<file path="src/rtl/vdp_port_ctrl.sv">
// CPU-side VDP port controller: command latch, auto-incrementing VRAM address, read-ahead buffer.
// Define GG_CRAM_EN for the Game Gear 12-bit palette (two data writes per CRAM entry).
module vdp_port_ctrl #(
  parameter int ADDR_W  = 14,
  parameter int CRAM_AW = 5
) (
  input  logic               clk,
  input  logic               reset,
  input  logic               ctrl_wr,
  input  logic               data_wr,
  input  logic               ctrl_rd,
  input  logic               data_rd,
  input  logic [7:0]         cpu_din,
  output logic [7:0]         cpu_dout,
  output logic               busy,
  output logic               vram_we,
  output logic               vram_re,
  output logic [ADDR_W-1:0]  vram_addr,
  output logic [7:0]         vram_din,
  input  logic [7:0]         vram_dout,
  output logic               cram_we,
  output logic [CRAM_AW-1:0] cram_addr,
`ifdef GG_CRAM_EN
  output logic [11:0]        cram_din,
`else
  output logic [7:0]         cram_din,
`endif
  output logic               reg_we,
  output logic [3:0]         reg_num,
  output logic [7:0]         reg_data,
  output logic               status_rd
);

`ifdef GG_CRAM_EN
  localparam int CRAM_DW = 12;
`else
  localparam int CRAM_DW = 8;
`endif

  typedef enum logic {LATCH_FIRST, LATCH_SECOND} latch_e;
  typedef enum logic [1:0] {RA_IDLE, RA_ISSUE, RA_WAIT} ra_e;

  latch_e               latch_q, latch_d;
  ra_e                  ra_q, ra_d;
  logic [ADDR_W-1:0]    addr_q, addr_d;
  logic [1:0]           code_q, code_d;
  logic [7:0]           rd_buf_q, rd_buf_d;
  logic                 vram_we_q, vram_we_d;
  logic [ADDR_W-1:0]    vram_addr_q, vram_addr_d;
  logic [7:0]           vram_din_q, vram_din_d;
  logic                 cram_we_q, cram_we_d;
  logic [CRAM_AW-1:0]   cram_addr_q, cram_addr_d;
  logic [CRAM_DW-1:0]   cram_din_q, cram_din_d;
  logic                 reg_we_q, reg_we_d;
  logic [3:0]           reg_num_q, reg_num_d;
  logic [7:0]           reg_data_q, reg_data_d;
  logic                 status_rd_q, status_rd_d;
  logic                 start_fetch;
  logic                 busy_w;
`ifdef GG_CRAM_EN
  logic [7:0]           cram_lo_q, cram_lo_d;
`endif

  assign busy_w = (ra_q != RA_IDLE);

  always_comb begin
    latch_d     = latch_q;
    ra_d        = ra_q;
    addr_d      = addr_q;
    code_d      = code_q;
    rd_buf_d    = rd_buf_q;
    vram_we_d   = 1'b0;
    vram_addr_d = vram_addr_q;
    vram_din_d  = vram_din_q;
    cram_we_d   = 1'b0;
    cram_addr_d = cram_addr_q;
    cram_din_d  = cram_din_q;
    reg_we_d    = 1'b0;
    reg_num_d   = reg_num_q;
    reg_data_d  = reg_data_q;
    status_rd_d = 1'b0;
    start_fetch = 1'b0;
`ifdef GG_CRAM_EN
    cram_lo_d   = cram_lo_q;
`endif

    // Read-ahead: address presented in ISSUE, data returns during WAIT.
    case (ra_q)
      RA_ISSUE: ra_d = RA_WAIT;
      RA_WAIT: begin
        ra_d     = RA_IDLE;
        rd_buf_d = vram_dout;
        addr_d   = addr_q + ADDR_W'(1);
      end
      default: ;
    endcase

    if (ctrl_wr) begin
      if (latch_q == LATCH_FIRST) begin
        addr_d  = {addr_q[ADDR_W-1:8], cpu_din};
        latch_d = LATCH_SECOND;
      end else begin
        addr_d  = {cpu_din[ADDR_W-9:0], addr_q[7:0]};
        code_d  = cpu_din[7:6];
        latch_d = LATCH_FIRST;
        case (cpu_din[7:6])
          2'd0: start_fetch = 1'b1;
          2'd2: begin
            reg_we_d   = 1'b1;
            reg_num_d  = cpu_din[3:0];
            reg_data_d = addr_q[7:0];
          end
          default: ;
        endcase
      end
    end else if (data_wr) begin
      if (!busy_w) begin
        latch_d  = LATCH_FIRST;
        rd_buf_d = cpu_din;
        addr_d   = addr_q + ADDR_W'(1);
        if (code_q == 2'd3) begin
`ifdef GG_CRAM_EN
          // Even byte is held until its odd partner completes the 12-bit entry.
          if (!addr_q[0]) begin
            cram_lo_d = cpu_din;
          end else begin
            cram_we_d   = 1'b1;
            cram_addr_d = addr_q[CRAM_AW:1];
            cram_din_d  = {cpu_din[3:0], cram_lo_q};
          end
`else
          cram_we_d   = 1'b1;
          cram_addr_d = addr_q[CRAM_AW-1:0];
          cram_din_d  = cpu_din;
`endif
        end else begin
          vram_we_d   = 1'b1;
          vram_addr_d = addr_q;
          vram_din_d  = cpu_din;
        end
      end
    end else if (data_rd) begin
      if (!busy_w) begin
        latch_d     = LATCH_FIRST;
        start_fetch = 1'b1;
      end
    end else if (ctrl_rd) begin
      latch_d     = LATCH_FIRST;
      status_rd_d = 1'b1;
    end

    // A fetch started by a second control byte uses the freshly written address.
    if (start_fetch && (ra_q == RA_IDLE)) begin
      ra_d        = RA_ISSUE;
      vram_addr_d = addr_d;
    end
  end

  always_ff @(posedge clk) begin
    if (reset) begin
      latch_q     <= LATCH_FIRST;
      ra_q        <= RA_IDLE;
      addr_q      <= '0;
      code_q      <= '0;
      rd_buf_q    <= '0;
      vram_we_q   <= 1'b0;
      vram_addr_q <= '0;
      vram_din_q  <= '0;
      cram_we_q   <= 1'b0;
      cram_addr_q <= '0;
      cram_din_q  <= '0;
      reg_we_q    <= 1'b0;
      reg_num_q   <= '0;
      reg_data_q  <= '0;
      status_rd_q <= 1'b0;
`ifdef GG_CRAM_EN
      cram_lo_q   <= '0;
`endif
    end else begin
      latch_q     <= latch_d;
      ra_q        <= ra_d;
      addr_q      <= addr_d;
      code_q      <= code_d;
      rd_buf_q    <= rd_buf_d;
      vram_we_q   <= vram_we_d;
      vram_addr_q <= vram_addr_d;
      vram_din_q  <= vram_din_d;
      cram_we_q   <= cram_we_d;
      cram_addr_q <= cram_addr_d;
      cram_din_q  <= cram_din_d;
      reg_we_q    <= reg_we_d;
      reg_num_q   <= reg_num_d;
      reg_data_q  <= reg_data_d;
      status_rd_q <= status_rd_d;
`ifdef GG_CRAM_EN
      cram_lo_q   <= cram_lo_d;
`endif
    end
  end

  assign cpu_dout  = rd_buf_q;
  assign busy      = busy_w;
  assign vram_we   = vram_we_q;
  assign vram_re   = (ra_q == RA_ISSUE);
  assign vram_addr = vram_addr_q;
  assign vram_din  = vram_din_q;
  assign cram_we   = cram_we_q;
  assign cram_addr = cram_addr_q;
  assign cram_din  = cram_din_q;
  assign reg_we    = reg_we_q;
  assign reg_num   = reg_num_q;
  assign reg_data  = reg_data_q;
  assign status_rd = status_rd_q;

endmodule

</file>
<file path="config.mk">
export PLATFORM = sky130hd
export DESIGN_NAME = vdp_port_ctrl
export DESIGN_NICKNAME = d
export VERILOG_FILES = /design/src/rtl/vdp_port_ctrl.sv
export SDC_FILE = /design/constraint.sdc
export NUM_CORES = 1
export LEC_CHECK = 0
export CAP_MARGIN = 20
export CORE_ASPECT_RATIO = 0.5
export CORE_MARGIN = 2
export CORE_UTILIZATION = 45
export DETAILED_ROUTE_END_ITERATION = 8
export PLACE_DENSITY = 0.82
export SLEW_MARGIN = 10
export SYNTH_ARGS = -nofsm -noshare
export SYNTH_HDL_FRONTEND = slang
export SYNTH_SLANG_ARGS = --single-unit
</file>
<file path="constraint.sdc">
create_clock -name clk -period 5.84 [get_ports clk]
set_input_delay 1.168 -clock clk [delete_from_list [all_inputs] [get_ports clk]]
set_output_delay 1.168 -clock clk [all_outputs]
set_load 0.01 [all_outputs]
</file>
# == Word level (Yosys, flattened, before mapping) ==
# Index checks and enable logic that the tools add are counted.
# word_totals
in_bits,22
word_cells,78
out_inout_bits,61
register_bits,78
# op_classes
n_reduce_logical,17
addsub,1
bitwise_logic,5
muxes,32
eq_ne,7
# ops
op,n
$mux W14,10
$mux W8,4
$mux W1,17
$add A14 B1 Y14 const B,1
$reduce_and A4 Y1,3
$reduce_or A4 Y1,2
$eq A2 B2 Y1 const B,3
$ne A2 B1 Y1 const B,3
$reduce_bool A2 Y1,3
$not A1 Y1,5
$logic_not A2 Y1,2
$pmux W2 S2,1
$reduce_bool A4 Y1,1
$reduce_and A3 Y1,1
$reduce_bool A3 Y1,1
$reduce_or A3 Y1,1
$eq A2 B1 Y1 const B,1
$reduce_and A2 Y1,1
$reduce_or A2 Y1,1
$logic_and A1 B1 Y1,1

# == Longest topological paths before layout ==
# logic_depth
depth_word,8
ltp_mapped,9
mapped_depth_nobuf,6

# == Worst setup path before layout ==
# No wires, ideal clock.
# synth_timing
path_type,input to register
from,input port ctrl_wr
to,register vram_addr_q[7] (netlist: vram_addr[7])
setup_ns,0.086
required_ns,5.754
cell_stages,5
path_slack_ns,3.318
t_arrival_ns,2.436
path_cell_list,nand3b_4 buf_6 a2111o_1 a221o_1 a221oi_2
# synth_via
elab_chain_len,4
elab_cells_between_ends,9
cone_classes,eq/ne (3); mux (3); reduce/logical (3)
# synth_lines
element,line_no,source
"start, declared",9,"input logic ctrl_wr,"
$mux W1,98,if (ctrl_wr) begin
$logic_and A1 B1 Y1,153,if (start_fetch && (ra_q == RA_IDLE)) begin
$ne A2 B1 Y1 (no source line) / $reduce_bool A2 Y1 (equally long branches),-,
$reduce_and A4 Y1 (no source line),-,
"end signal, assigned",186,vram_addr_q <= vram_addr_d;
"end, declared",49,"logic [ADDR_W-1:0] vram_addr_q, vram_addr_d;"
# Parallel ways exist; a longest one is shown, timed or not.
# A chain may end at the register's enable or synchronous reset.

# == Worst setup path after layout ==
# layout_timing
from,input port ctrl_wr
to,register vram_addr_q[10] (netlist: vram_addr[10])
# The elaborated chain is that of the path after synthesis.

==> results.toml <==
[routing]
avgViaCountPerCell = 5.704
antenna_left = 0
postRouteWirelength_um = 10340
dr_total_vias = 3542
drcViolationCount = 0
drt-pass1-iter-count = 5
wl_per_cell_um = 16.65
drt-initial-drc-count = 390

[synth]
synth_seq_cells = 78
yosys-top-cells-area = "dfxtp_1 (43%), nand2_1 (8.7%), a21oi_1 (7.1%)"
async_reset_ff_share_pct = 0
synth_edf_count = 0
synthFlopType = "dfxtp_1"
syn_nets = 471
synthDistinctLibCells = 55
synth_area_leader_cell = "dfxtp_1"
syn-cell-area_mm2 = 0.003674
synthCells = 445
yosys_warnings = 0
avgSynthCellArea_um2 = 8.255
synth_top_area_share_pct = 42.51
ys_seq_area_share_pct = 42.51

[global_route]
grt.total_usage_pct = 23.43
gr-total-overflow = 0
antenna_found_initial = 0
grt_max_degree = 78
grt_pass1_vias = 3198
grt_pass1_wl_um = 16220

[clock_network]
cts_made_buffers = 9
clkSinkCount = 78
post_cts_buffers = 0
clk_latency_ns = 0.35
cts.repair.resized = 0
cts_tree = "built"
cts-root-buf = "clkbuf_16"
clk_path_buf_depth = 2
clkTransAtPathRegs_ns = 0.06
htree_levels = 3
ctsHoldBuffers = 0

[floorplanning]
start_util_pct = 46.08
dieArea_mm2 = 0.008946
rows = 23
core-area_mm2 = 0.007971
dieHeight_um = 67.89
pin_count = 83
die_w_um = 131.8

[critical_path]
path_class = "primary input to flip-flop"
path_max_fanout = 42
critPathLaunchType = "primary input"
cp_data_arrival_time_ns = 3.56
cp_data_required_time_ns = 6.08
end_kind = "flip-flop"

[sta]
min_period_over_period_pct = 56.96
period_needed_ns = 3.326
hold_viol_final = 0
setup_violations = 0
relSlewSlack_pct = 33.48
drv_slew = 0
worst_slew_pin_slew_ns = 0.9977
rsz0062_at_grt = "false"
max_freq_mhz = 300.6
skew_ns = 0.008181
tns_ns = 0

[cells_and_area]
num_antenna_cells = 0
utilization_pct = 59.85
drive_gt1_share_pct = 5.697
layout_common_cells = "nand2_1 (85), clkdlybuf4s50_1 (81), dfxtp_1 (78)"
nNetsFinal = 530
fillerInstances = 701
syn_to_final_growth_pct = 29.87
final_common_cell = "nand2_1"

[run]
max-cap-violations = 0

[pwr]
power.leakage_nw = 1.570
p_per_area_mw_per_mm2 = 295.8
irDropWorstVdd_v = 0.0001631

[worst_hold_path]
hold_class = "flip-flop to flip-flop"

[outcome]
status = "completed"

[placed_design]
numPortBuffers = 82
dp_hpwl_um = 6954
place_congestion = 0.8519
## logic make-up (layout without fill, tap and decap cells)
| family | count (synthesis) | count (layout) | share of synthesized area [%] |
|---|---|---|---|
| XOR/XNOR | 2 | 2 | 0.4769 |
| flip-flops | 78 | 78 | 42.51 |
| multiplexers | 25 | 25 | 6.982 |
| buffers and inverters | 45 | 109 | 5.245 |
| adder cells (fa/ha/maj) | 4 | 4 | 1.362 |
| AO/OA/AOI/OAI | 114 | 114 | 20.85 |
| AND/OR/NAND/NOR | 177 | 177 | 22.58 |
## layout make-up
cell class	instances	area (µm²)	share of cell area, %
multi-input combinational	322	1919	40.23
sequential	78	1562	32.73
timing repair buffer	86	845.8	17.73
clock buffer	11	242.7	5.088
tap	112	140.1	2.937
clock inverter	5	35.03	0.7343
inverter	7	26.28	0.5507
## registers in the layout (all words and copies together), names as in the netlist, 2 cells and up
signal,flops
ra_q,2
cram_din,8
addr_q,14
cpu_dout,8
vram_din,8
vram_addr,14
code_q,2
reg_data,8
reg_num,4
cram_addr,5
## worst max-delay path: stages
cell and delay [ns]:
clkdlybuf4s50_1 0.46, buf_4 0.34, nor4bb_1 0.36, o21a_1 0.75
nor2_1 0.21, a32o_1 0.27
## cell usage after synthesis, types with 5 or more instances
master	count
mux2i_1	20
inv_1	7
nor2_1	36
nand3_1	6
dfxtp_1	78
buf_1	5
nor4_1	8
clkbuf_1	21
buf_2	9
nand4_1	6
o21ai_0	7
nand2_1	85
a221oi_1	5
nor2b_1	9
a211oi_1	15
mux2_2	5
a21oi_1	52
## final timing paths
kind / start / endpoint / slack, ns / depth (start not counted)
worst min register to register: cram_addr[0] / cram_addr[0] / 0.45 / 2
worst max-delay path: ctrl_wr / vram_addr[10] / 2.51 / 6
worst max register to register: ra_q[0] / vram_addr[7] / 3.14 / 6
worst min-delay path: cram_addr[0] / cram_addr[0] / 0.45 / 2
## per-stage QoR
step	setup WS, ns	hold slack, ns	power, mW	area (µm²)	cells
CTS	2.549	0.4575	1.410	4771	621
detailed placement	2.221	0.4492	0.8923	4493	605
global placement	2.271	0.4421	0.8875	4493	605
global route	2.338	0.4658	1.462	4771	621
finish	2.514	0.4535	1.411	4771	621
floorplan	3.318	0.4630	0.7816	3674	445
## layer usage
layer | GRT usage (%) | wire [µm]
met3 | 6.889 | 855
met1 | 29.69 | 4514
met4 | 10.33 | 250
met5 | 0 | 0
met2 | 38.09 | 4719
## report_power, final
part           internal, mW  switching (mW)
combinational         0.127           0.150
sequential            0.569          0.0402
clock                 0.299           0.226
(Power assumes the default switching activity.)
